File: src/rtl/ldm_stm_seq.sv
// ldm_stm_seq: expands one ARMv4 LDM/STM into a stream of single-register
// memory micro-ops, one per accepted cycle, lowest register first at the
// lowest address, with the base writeback attached to the final micro-op.
module ldm_stm_seq #(
    parameter int ADDR_W = 32
) (
    input  logic              clk,
    input  logic              rst,
    input  logic              i_start,
    input  logic [15:0]       i_reglist,
    input  logic [3:0]        i_rn_code,
    input  logic [ADDR_W-1:0] i_rn_val,
    input  logic              i_load,
    input  logic              i_pre,
    input  logic              i_up,
    input  logic              i_wback,
    input  logic              i_stall,
    output logic              o_busy,
    output logic              o_uop_vld,
    output logic [ADDR_W-1:0] o_addr,
    output logic [3:0]        o_rd_code,
    output logic              o_is_ldm,
    output logic              o_last,
    output logic              o_wb_vld,
    output logic [3:0]        o_wb_code,
    output logic [ADDR_W-1:0] o_wb_val
);

    typedef enum logic [1:0] {
        IDLE  = 2'd0,
        XFER  = 2'd1,
        DONE0 = 2'd2
    } state_t;

    state_t              state_q;
    logic [15:0]         mask_q;
    logic [ADDR_W-1:0]   addr_q;
    logic [ADDR_W-1:0]   wbase_q;
    logic                load_q;
    logic [3:0]          rn_q;
    logic                wben_q;

    logic [4:0]          count_d;
    logic [ADDR_W-1:0]   fourN_d;
    logic [ADDR_W-1:0]   startAddr_d;
    logic [ADDR_W-1:0]   finalBase_d;
    logic                wben_d;
    logic [3:0]          rdIdx;
    logic                lastOne;
    logic                inXfer;

    // Number of registers in the incoming list.
    always_comb begin
        count_d = 5'd0;
        for (int i = 0; i < 16; i++) begin
            count_d = count_d + 5'(i_reglist[i]);
        end
    end

    // Start address and final base for the incoming instruction; the span
    // 4N is widened to the address width before any subtraction.
    always_comb begin
        fourN_d     = ADDR_W'({count_d, 2'b00});
        finalBase_d = i_up ? (i_rn_val + fourN_d) : (i_rn_val - fourN_d);
        case ({i_pre, i_up})
            2'b01:   startAddr_d = i_rn_val;
            2'b11:   startAddr_d = i_rn_val + ADDR_W'(4);
            2'b00:   startAddr_d = i_rn_val - fourN_d + ADDR_W'(4);
            default: startAddr_d = i_rn_val - fourN_d;
        endcase
        // A load that overwrites the base keeps the loaded value, so no writeback.
        wben_d = i_wback & ~(i_load & i_reglist[i_rn_code]);
    end

    // Lowest remaining register and whether it is the final one.
    always_comb begin
        rdIdx = 4'd0;
        for (int i = 15; i >= 0; i--) begin
            if (mask_q[i]) rdIdx = 4'(i);
        end
        lastOne = (mask_q != 16'd0) && ((mask_q & (mask_q - 16'd1)) == 16'd0);
    end

    // Sequencer state; everything freezes while downstream stalls.
    always_ff @(posedge clk) begin
        if (rst) begin
            state_q <= IDLE;
            mask_q  <= 16'd0;
            addr_q  <= '0;
            wbase_q <= '0;
            load_q  <= 1'b0;
            rn_q    <= 4'd0;
            wben_q  <= 1'b0;
        end else if (!i_stall) begin
            case (state_q)
                IDLE: begin
                    if (i_start) begin
                        if (count_d != 5'd0) begin
                            mask_q  <= i_reglist;
                            addr_q  <= startAddr_d;
                            wbase_q <= finalBase_d;
                            load_q  <= i_load;
                            rn_q    <= i_rn_code;
                            wben_q  <= wben_d;
                            state_q <= XFER;
                        end else begin
                            state_q <= DONE0;
                        end
                    end
                end
                XFER: begin
                    mask_q <= mask_q & (mask_q - 16'd1);
                    addr_q <= addr_q + ADDR_W'(4);
                    if (lastOne) state_q <= IDLE;
                end
                DONE0:   state_q <= IDLE;
                default: state_q <= IDLE;
            endcase
        end
    end

    // Micro-op fields are only driven while transferring, zero otherwise.
    always_comb begin
        inXfer    = (state_q == XFER);
        o_busy    = ((state_q == IDLE) & i_start) | inXfer | (state_q == DONE0);
        o_uop_vld = inXfer;
        o_addr    = inXfer ? addr_q : '0;
        o_rd_code = inXfer ? rdIdx : 4'd0;
        o_is_ldm  = inXfer & load_q;
        o_last    = inXfer & lastOne;
        o_wb_vld  = inXfer & lastOne & wben_q;
        o_wb_code = inXfer ? rn_q : 4'd0;
        o_wb_val  = inXfer ? wbase_q : '0;
    end

endmodule

File: config.mk
export PLATFORM = sky130hd
export DESIGN_NAME = ldm_stm_seq
export DESIGN_NICKNAME = d
export VERILOG_FILES = /design/src/rtl/ldm_stm_seq.sv
export SDC_FILE = /design/constraint.sdc
export NUM_CORES = 1
export LEC_CHECK = 0
export ABC_AREA = 1
export CORE_ASPECT_RATIO = 1.75
export CORE_UTILIZATION = 42
export CTS_BUF_LIST = sky130_fd_sc_hd__clkbuf_2
export CTS_CLUSTER_DIAMETER = 50
export DETAILED_ROUTE_END_ITERATION = 8
export GPL_ROUTABILITY_DRIVEN = 0
export PLACE_DENSITY = 0.66
export SETUP_SLACK_MARGIN = 0.15
export SLEW_MARGIN = 25
export SYNTH_ARGS = -nofsm -noshare
export SYNTH_HDL_FRONTEND = slang
export SYNTH_SLANG_ARGS = --single-unit
File: constraint.sdc
create_clock -name clk -period 12.9 [get_ports clk]
set_input_delay 3.225 -clock clk [delete_from_list [all_inputs] [get_ports clk]]
set_output_delay 3.225 -clock clk [all_outputs]
set_load 0.005 [all_outputs]
==> metrics <==
part of the power in combinational logic=63.6%; Sw Share=53.63%; Crit path arrival time=9740 ps; Worst Path Class, Setup=in -> reg; RSZ-0062 raised after global routing=no; WL met3=2347 um; CTS Buf Count=9; FF+latch count, synth=88; Nets=1,896; CTS root buffer=clkbuf_2; WL met2=18,060 um; residual DRC count=0; vias in the first global route=11,250; Final Skew=29.00 ps; Worst slew margin=33.02%; share of synthesized registers carrying an async set or reset=0%; Final min period=9109 ps; first-pass GRT wire length=58,850 um; # setup viols final=0; Cell variety after synth=50; FF-to-FF End=addr_q[26]; Seq/Total Area, Yosys=18.12%; Psw=0.7911 mW; clk slew on worst S/H paths=240 ps; Die ar.=23,790 um^2; PortBufs=136; area delta synth->final=16.30%; Cell Area, Synth=9723 um^2; placed cell area=11,200 um^2; Hold Slack=469.8 ps; Slew Viols, Final=0; Detail Placement HPWL=28,270 um; Total Wirelength=37,480 um; setup TNS=0 ps; Worst Path Buf+Inv=7; Flop pwr share=26.3%; cell area after layout=11,310 um^2; critical path startpoint=i_reglist[0]; leakage=4.805 nW; Total Routing Usage GR=32.56%; Iteration-0 DRC Markers=1,142; CP Depth=32; Fin. Hold Viols=0; Final Util=49.72%; Synth area leaders=dfxtp_1 18%, nand2_1 16%, inv_1 9.6%; pre-CTS setup slack=3176 ps; post-route ant nets=0; Slew @ Worst Pin=1005 ps; Vias/cell=5.606; Period Utilization, post-route=70.62%; CP Data Required Time=13,530 ps; peak supply drop=0.09914 mV; CP dominant cell by count=nand2_1; worst reg2reg path depth=13; Avg WL per Cell=17.77 um; status=finished clean; final worst setup slack=3791 ps; R2R Setup Slk=10,090 ps; clk sinks=88; PwrDens=130.5 nW/um^2; initial antenna violation count=2; # IOs=137; MaxCap Viol Count=0; Pre-antenna DRT Iters=6; cell count after synthesis=1,728; DR vias=11,820; total gr overflow=0; number of synthesized flops with an enable pin=0; CP max stage cell=fa_1; # resized after CTS=0; Cell Int Power=0.6841 mW; Clock Latency Late Sink=680 ps; Core Footprint=22,740 um^2; largest delay contributor family on the critical path=adder cells; syn_nets=1,821; Setup crit end kind=register; CTS tree=built; post-synth top area share=18.12%; Worst Hold Launch=rn_q[3]; Crit Reg-Reg Startpoint=addr_q[3]; row cnt=73; Initial Utilization=42.75%; Critical Path Start Type=primary input; highest clock rate=109.8 MHz; Post-Place Cells=2,092; clk buf depth=2; total power=1.475 mW; CP peak stage delay=620 ps; Post-CTS Hold Fix Bufs=0; H-tree depth=3; Die Span Y=203.3 um; worst-path maximum fanout=7; largest net degree at the start of global routing=94; Die Width=117.0 um; final non-filler cell total=2,109; clock network power share=10.1%; ys flop type=dfxtp_1; post-synth top area cell=dfxtp_1; met1 wire length=14,310 um; hold crit path type=reg -> reg; Top Metal Used=met4; Setup Fix Bufs, Post-CTS=0; YS warnings=0; CP endpoint=addr_q[28]; Syn Area/Cell=5.627 um^2; layout cells sized above 1=5.755%
routing by layer:
layer	vias up	GRT usage [%]
met1	5369	38.28
met3	148	3.150
li1	5760	-
met2	547	54.37
met4	0	23.19
met5	-	0
final cells by class:
cell class              instances  area, um^2
fillers                      2419       11430
multi-input cells            1301        6656
flip-flops and latches         88        1762
repair buffers                148        1451
inverters                     255       959.7
well taps                     300       375.4
clock buffers                  10       50.05
clock inverters                 5       48.80
diodes                          2       5.005
Yosys cell counts (all sizes together) (4+ instances only):
master  number
a211oi       4
a21oi      162
a221oi       5
a31oi       17
and2         5
buf         22
clkbuf      62
dfxtp       88
fa          12
ha          21
inv        253
nand2      426
nand3      142
nand4       28
nor2       233
nor3        28
nor4         6
o211ai      34
o21ai      132
o31ai        5
xor2        16
worst min path at each step:
stage,slack [ps],depth (start not counted),endpoint
floorplan,430,2,load_q
global placement,440,2,rn_q[2]
detailed placement,440,2,rn_q[3]
CTS,470,2,rn_q[3]
global route,510,2,wbase_q[26]
finish,470,2,rn_q[3]
registers in the layout, summed over array words and instances (netlist names):
signal and flops:
wben_q 1, load_q 1, mask_q 16, addr_q 32
rn_q 4, state_q 2, wbase_q 32
cells in the final DEF (no fill, tap or decap), drive strengths merged, types with 2 or more instances in the layout:
| cell | netlist | routed |
|---|---|---|
| clkbuf | 62 | 10 |
| or2 | 3 | 3 |
| a21boi | 3 | 3 |
| clkinv | 2 | 4 |
| o31ai | 5 | 5 |
| diode | 0 | 2 |
| nor3 | 28 | 28 |
| o21bai | 3 | 3 |
| ha | 21 | 21 |
| and2 | 5 | 5 |
| xnor2 | 3 | 3 |
| nand3b | 3 | 3 |
| nor2 | 233 | 233 |
| a221oi | 5 | 5 |
| a31oi | 17 | 17 |
| o211ai | 34 | 34 |
| nand4 | 28 | 28 |
| fa | 12 | 12 |
| clkdlybuf4s50 | 0 | 136 |
| o221ai | 3 | 3 |
| inv | 253 | 254 |
| buf | 22 | 12 |
| and3 | 2 | 2 |
| nand2 | 426 | 426 |
| o21ai | 132 | 132 |
| nor4 | 6 | 6 |
| nand3 | 142 | 142 |
| a21oi | 162 | 162 |
| xor2 | 16 | 16 |
| a211oi | 4 | 4 |
| dfxtp | 88 | 88 |
kinds of logic after synthesis:
kind of cell | share of synthesized area [%]
simple gates | 39.96
buf+inv | 13.50
compound gates | 21.54
fa+ha+maj | 5.173
xor+xnor | 1.711
flops | 18.12
worst reg2reg max path, cell delays in order (launching register included):
cell and delay [ps]:
dfxtp_1 430, ha_1 180, nand2_1 70, nor2_1 220, nand4_1 210, nor3_1 420
nand4_1 260, nor2_1 280, nand2_1 140, nor2_1 130, o21ai_0 90, a21oi_1 140
nor2_1 50, a21oi_1 140
power by group through the flow:
stage | Combinational, mW | Clock, mW | Sequential [mW]
final | 0.938 | 0.148 | 0.389
after detailed placement | 0.917 | 0 | 0.392
after floorplan | 0.665 | 0 | 0.376
after CTS | 0.923 | 0.154 | 0.387
after global placement | 0.906 | 0 | 0.391
after global routing | 1.04 | 0.163 | 0.397
No activity file was read; power rests on OpenSTA's default activity.
